**config.mk**
```make
export PLATFORM = sky130hd
export DESIGN_NAME = ram_loader
export DESIGN_NICKNAME = d
export VERILOG_FILES = /design/src/rtl/ram_loader_pkg.sv /design/src/rtl/ram_loader_rst_stretch.sv /design/src/rtl/ram_loader.sv
export SDC_FILE = /design/constraint.sdc
export NUM_CORES = 1
export LEC_CHECK = 0
export CORE_ASPECT_RATIO = 1.75
export CORE_UTILIZATION = 33
export CTS_CLUSTER_DIAMETER = 60
export DETAILED_ROUTE_END_ITERATION = 8
export PLACE_DENSITY = 0.54
export SLEW_MARGIN = 20
export SYNTH_ARGS = -nofsm -noshare
export SYNTH_HDL_FRONTEND = slang
export SYNTH_SLANG_ARGS = --single-unit
```
**constraint.sdc**
```tcl
create_clock -name clk -period 2.8 [get_ports clk]
set_input_delay 0.28 -clock clk [delete_from_list [all_inputs] [get_ports clk]]
set_output_delay 0.28 -clock clk [all_outputs]
set_load 0.01 [all_outputs]
```
**src/rtl/ram_loader_pkg.sv**
```systemverilog
// Shared types and widths for the ram_loader block.
package ram_loader_pkg;

    localparam int IOCTL_AW = 25;
    localparam int RAM_AW   = 16;
    localparam int HOLD_W   = 16;

    typedef enum logic [1:0] {CLEAR, LOAD, HOLD, IDLE} state_t;

endpackage

```
**src/rtl/ram_loader_rst_stretch.sv**
```systemverilog
// CPU reset stretcher: holds cpu_reset while the loader is busy and for
// RST_HOLD cycles after busy falls.
module rst_stretch
    import ram_loader_pkg::*;
#(
    parameter int RST_HOLD = 16
) (
    input  logic clk,
    input  logic reset_n,
    input  logic busy_i,
    output logic cpu_reset_o
);

    logic [HOLD_W-1:0] cnt_q;
    logic              rst_q;

    always_ff @(posedge clk or negedge reset_n) begin
        if (!reset_n) begin
            cnt_q <= HOLD_W'(RST_HOLD);
            rst_q <= 1'b1;
        end else if (busy_i) begin
            cnt_q <= HOLD_W'(RST_HOLD);
            rst_q <= 1'b1;
        end else if (cnt_q > HOLD_W'(1)) begin
            cnt_q <= cnt_q - HOLD_W'(1);
        end else begin
            cnt_q <= '0;
            rst_q <= 1'b0;
        end
    end

    // busy_i is ORed in so reset asserts in the same cycle a download starts
    assign cpu_reset_o = rst_q | busy_i;

endmodule

```
**src/rtl/ram_loader.sv**
```systemverilog
// System RAM write-port owner: post-reset clear, ioctl image download, CPU passthrough.
// Optional feature macro: LOADER_CHECKSUM_EN adds a running checksum output.
module ram_loader
    import ram_loader_pkg::*;
#(
    parameter int          SIZE      = 49152,
    parameter logic [15:0] LOAD_BASE = 16'h4000,
    parameter logic [7:0]  CLEAR_VAL = 8'h00,
    parameter int          RST_HOLD  = 16
) (
    input  logic                clk,
    input  logic                reset_n,
    input  logic                ioctl_download,
    input  logic                ioctl_wr,
    input  logic [IOCTL_AW-1:0] ioctl_addr,
    input  logic [7:0]          ioctl_dout,
    input  logic [RAM_AW-1:0]   cpu_addr,
    input  logic [7:0]          cpu_din,
    input  logic                cpu_we,
    output logic [RAM_AW-1:0]   ram_addr,
    output logic [7:0]          ram_din,
    output logic                ram_we,
    output logic                cpu_reset,
    output logic                load_busy,
    output logic [IOCTL_AW-1:0] bytes_loaded,
    output logic                overflow
`ifdef LOADER_CHECKSUM_EN
    ,
    output logic [7:0]          checksum
`endif
);

    localparam logic [IOCTL_AW:0]   SIZE_X   = (IOCTL_AW+1)'(SIZE);
    localparam logic [RAM_AW-1:0]   LAST_CLR = RAM_AW'(SIZE - 1);

    state_t              state_q;
    logic [RAM_AW-1:0]   clr_addr_q;
    logic [RAM_AW-1:0]   wr_addr_q;
    logic [7:0]          wr_din_q;
    logic                wr_we_q;
    logic                own_q;
    logic                ovf_q;
    logic [IOCTL_AW-1:0] bytes_q;
`ifdef LOADER_CHECKSUM_EN
    logic [7:0]          csum_q;
`endif

    logic [IOCTL_AW:0]   load_addr_d;
    logic                take_d;

    // Range check is done one bit wider than ioctl_addr so large offsets cannot wrap into RAM
    assign load_addr_d = {1'b0, ioctl_addr} + {{(IOCTL_AW + 1 - RAM_AW){1'b0}}, LOAD_BASE};
    assign take_d      = ioctl_wr && (load_addr_d < SIZE_X);

    always_ff @(posedge clk or negedge reset_n) begin
        if (!reset_n) begin
            state_q    <= CLEAR;
            clr_addr_q <= '0;
            wr_addr_q  <= '0;
            wr_din_q   <= '0;
            wr_we_q    <= 1'b0;
            own_q      <= 1'b1;
            bytes_q    <= '0;
            ovf_q      <= 1'b0;
`ifdef LOADER_CHECKSUM_EN
            csum_q     <= '0;
`endif
        end else begin
            wr_we_q <= 1'b0;
            case (state_q)
                LOAD: begin
                    if (take_d) begin
                        wr_addr_q <= LOAD_BASE + ioctl_addr[RAM_AW-1:0];
                        wr_din_q  <= ioctl_dout;
                        wr_we_q   <= 1'b1;
                        bytes_q   <= bytes_q + IOCTL_AW'(1);
`ifdef LOADER_CHECKSUM_EN
                        csum_q    <= csum_q + ioctl_dout;
`endif
                    end else if (ioctl_wr) begin
                        ovf_q <= 1'b1;
                    end
                    // Keep the port one more cycle if the final strobe is still being written
                    if (!ioctl_download) begin
                        state_q <= HOLD;
                        own_q   <= take_d;
                    end
                end
                default: begin
                    if (ioctl_download) begin
                        state_q <= LOAD;
                        own_q   <= 1'b1;
                        bytes_q <= '0;
                        ovf_q   <= 1'b0;
`ifdef LOADER_CHECKSUM_EN
                        csum_q  <= '0;
`endif
                    end else if (state_q == CLEAR) begin
                        wr_addr_q  <= clr_addr_q;
                        wr_din_q   <= CLEAR_VAL;
                        wr_we_q    <= 1'b1;
                        clr_addr_q <= clr_addr_q + RAM_AW'(1);
                        if (clr_addr_q == LAST_CLR) begin
                            state_q <= HOLD;
                        end
                    end else begin
                        own_q <= 1'b0;
                        if (state_q == HOLD && !cpu_reset) begin
                            state_q <= IDLE;
                        end
                    end
                end
            endcase
        end
    end

    rst_stretch #(
        .RST_HOLD (RST_HOLD)
    ) u_rst_stretch (
        .clk         (clk),
        .reset_n     (reset_n),
        .busy_i      (own_q),
        .cpu_reset_o (cpu_reset)
    );

    assign ram_addr     = own_q ? wr_addr_q : cpu_addr;
    assign ram_din      = own_q ? wr_din_q  : cpu_din;
    assign ram_we       = own_q ? wr_we_q   : cpu_we;
    assign load_busy    = own_q;
    assign bytes_loaded = bytes_q;
    assign overflow     = ovf_q;
`ifdef LOADER_CHECKSUM_EN
    assign checksum     = csum_q;
`endif

endmodule

```
==> results.ini <==
[clock_tree]
htree_num_levels=3
cts_buffers=9
cts_resized=0
clk_latency_ps=340
clkSinkCount=87
cts_buffer_depth=2
hold_buffers=1
cts-root-buf=clkbuf_16
cts_setup_buffers=0
clkTransAtPathRegs_ps=70
cts_tree=built

[place]
pre_cts_ws_ps=61.2
port_buffers=114
dp_hpwl_microns=9150
gp_congestion=0.811
post-place-cells=797

[synthesis]
synth_top_family_by_area=simple AND/OR/NAND/NOR gates
synthAdderAreaFrac_pct=1.56
yosysWarningCount=0
synth.mux.area_fraction_pct=13.9
synth_cells=505
syn_area_sq_um=4820
ys_ff_latch=87
yosys.area.top_type_share_pct=43.6
post_synth_and_or_nand_nor_area_fraction_pct=24.3
syn_nets=573
async_flop_share_pct=100
synth.area.top_cells=dfrtp_1 44%, mux2_2 9.6%, nand2_1 7.4%, mux2i_1 4.4%, xnor2_1 3.5%
yosysSeqAreaShare_pct=45.2
synth_flop_cell=dfrtp_1
yosys.area.top_type=dfrtp_1
synth.distinct_cells=49
avgSynthCellArea_sq_um=9.55
synth-xor-area-share_pct=5.45
synth_compound_area_share_pct=6.72
synth_edf_count=0

[sta]
fin_setup_tns_ps=0
fin_ws_ps=372
hold_slack_ps=337
finalCritPeriodShare_pct=86.7
maxSlewViolCount=0
layout_min_cycle_time_ps=2430
max-slew-margin-rel_pct=51.8
tightest_slew_ps=721
max_freq_mhz=412
hold_violations=0
finalSetupViolations=0
rsz0062_at_grt=no
fin_worst_skew_ps=7.88

[layout]
fin_cells=814
n_fill_cell=1361
area_growth_pct=37.3
drive_gt1_share_pct=15.1
insertedDiodeCount=0
nNetsFinal=697

[route]
finalWirelength_microns=12400
drc_errors=0
postRouteAntennaNets=0
viasPerCell=5.06
vias=4115
avgRoutedWirePerCell_microns=15.2
dr.pass1.iters=4
drt_iter0_drc=157

[critical_path]
critPathRequiredTime_ps=2520
cp-startpoint=load_busy$_DFFE_PN1P_
cp.arrival_ps=2150
worst_setup_path_end_kind=primary output
r2r-start=u_rst_stretch.cnt_q[12]$_DFF_PN0_
startpoint_type=flop
worstPathMaxFanout=17
critPathKind=flop to primary output

[pwr]
p_leak_nw=2.84
power_mw=3.92
ir_drop_v=0.000292
p_per_area_nw_per_um2=592

[min_path]
hp-class=input pin to asynchronous set/reset pin

[job]
maxCapViolCount=0

[die]
coreArea_sq_um=14300
die-area_sq_um=15100
ioPinCount=115
dieWidth_microns=93.4
die_h_microns=162
start_util_pct=33.7
rows=58

[global_route]
grt_antenna_before_repair=0
grt_start_max_net_pins=72
grt_pass1_wl_microns=20500
grt_pass1_vias=4247
grtUsageTotal_pct=17.3
grt_overflow_total=0

[status]
status=finished, final reports clean

==> sequential cells by signal (all words and copies together), names as in the netlist <==
name and flops:
bytes_loaded 25, wr_we_q 1, load_busy 1, state_q 2
clr_addr_q 16, wr_addr_q 16, wr_din_q 8, u_rst_stretch.rst_q 1
overflow 1, u_rst_stretch.cnt_q 16
==> final cells by class <==
class	count	area, sq um	area share (%)
multi-input cells	387	2500	37.8
flip-flops and latches	87	2180	32.9
repair buffers	134	1340	20.3
clock buffers	10	239	3.61
well taps	180	225	3.40
clock inverters	6	91.3	1.38
inverters	10	37.5	0.567
==> critical path, stage by stage, from the launching register on <==
cell and delay, ps:
dfstp_2 780, buf_12 210, mux2_2 340, clkdlybuf4s50_1 480
==> synth_stat cells, types with 6 or more instances <==
master    count
mux2i_1      21
and3_1       13
a21oi_1      13
clkbuf_1     12
nand3_1      26
xnor2_1      19
ha_1          6
nand2_1      95
mux2_2       41
dfrtp_1      84
nor2_1       38
or3_1         6
o31ai_1       8
nand4_1      10
inv_1        10
xor2_1       11
or4_1         6
nor3_1       17
==> cells in the final DEF, fill, tap and decap left out, types with 3 or more instances in the layout <==
| cell type | n |
|---|---|
| or2_2 | 5 |
| a21oi_1 | 13 |
| a211oi_1 | 4 |
| and2_1 | 3 |
| a31o_2 | 5 |
| xor2_1 | 11 |
| ha_1 | 6 |
| clkdlybuf4s50_1 | 113 |
| or3_1 | 6 |
| nor4_1 | 4 |
| and4_1 | 3 |
| buf_12 | 4 |
| nand2b_1 | 3 |
| nor3_1 | 17 |
| nand2_1 | 95 |
| mux2i_1 | 21 |
| nor2_1 | 38 |
| a31oi_1 | 4 |
| nand3_1 | 26 |
| clkbuf_16 | 9 |
| or4_1 | 6 |
| inv_1 | 10 |
| and3_1 | 13 |
| buf_4 | 16 |
| o21ai_0 | 5 |
| o31ai_1 | 8 |
| dfrtp_1 | 84 |
| xnor2_1 | 19 |
| nand4_1 | 10 |
| mux2_2 | 41 |
| dfstp_2 | 3 |
==> per-layer routing <==
layer | GRT usage [%] | vias to the layer above | share of wire, %
met4 | 6.36 | 0 | 2.3
met1 | 18.6 | 1998 | 38
met3 | 3.89 | 17 | 3.5
met5 | 0 | - | 0
li1 | - | 2017 | -
met2 | 32.4 | 83 | 56
==> kinds of logic after synthesis <==
logic type,Yosys count
flops,87
buf+inv,31
simple gates,241
compound gates,48
xor+xnor,30
fa+ha+maj,6
mux,62
==> path summary, 6_finish.rpt <==
kind / end / slack [ps] / depth (start not counted)
max in group asynchronous: u_rst_stretch.rst_q$_DFFE_PN1P_ / 1790 / 3
min in group clk: u_rst_stretch.rst_q$_DFFE_PN1P_ / 480 / 2
worst max-delay path: ram_addr[10] / 370 / 3
worst min-delay path: wr_we_q$_DFF_PN0_ / 340 / 2
worst max register to register: u_rst_stretch.cnt_q[2]$_DFF_PN0_ / 640 / 6
worst min register to register: u_rst_stretch.rst_q$_DFFE_PN1P_ / 480 / 2
==> through the flow <==
stage                     utilization [%]  area (sq um)
after floorplan                         -          4820
after global placement               43.9          6280
after detailed placement             43.9          6280
after CTS                            46.3          6620
after global routing                 46.3          6620
final                                46.3          6620
==> power by group <==
group / total [mW] / switching [mW] / internal (mW) / leakage [nW]
clock: 1.34 / 0.525 / 0.813 / 0.163
sequential: 1.62 / 0.174 / 1.45 / 1.16
combinational: 0.959 / 0.420 / 0.538 / 1.52
total: 3.92 / 1.12 / 2.80 / 2.84
(Power assumes the default switching activity.)
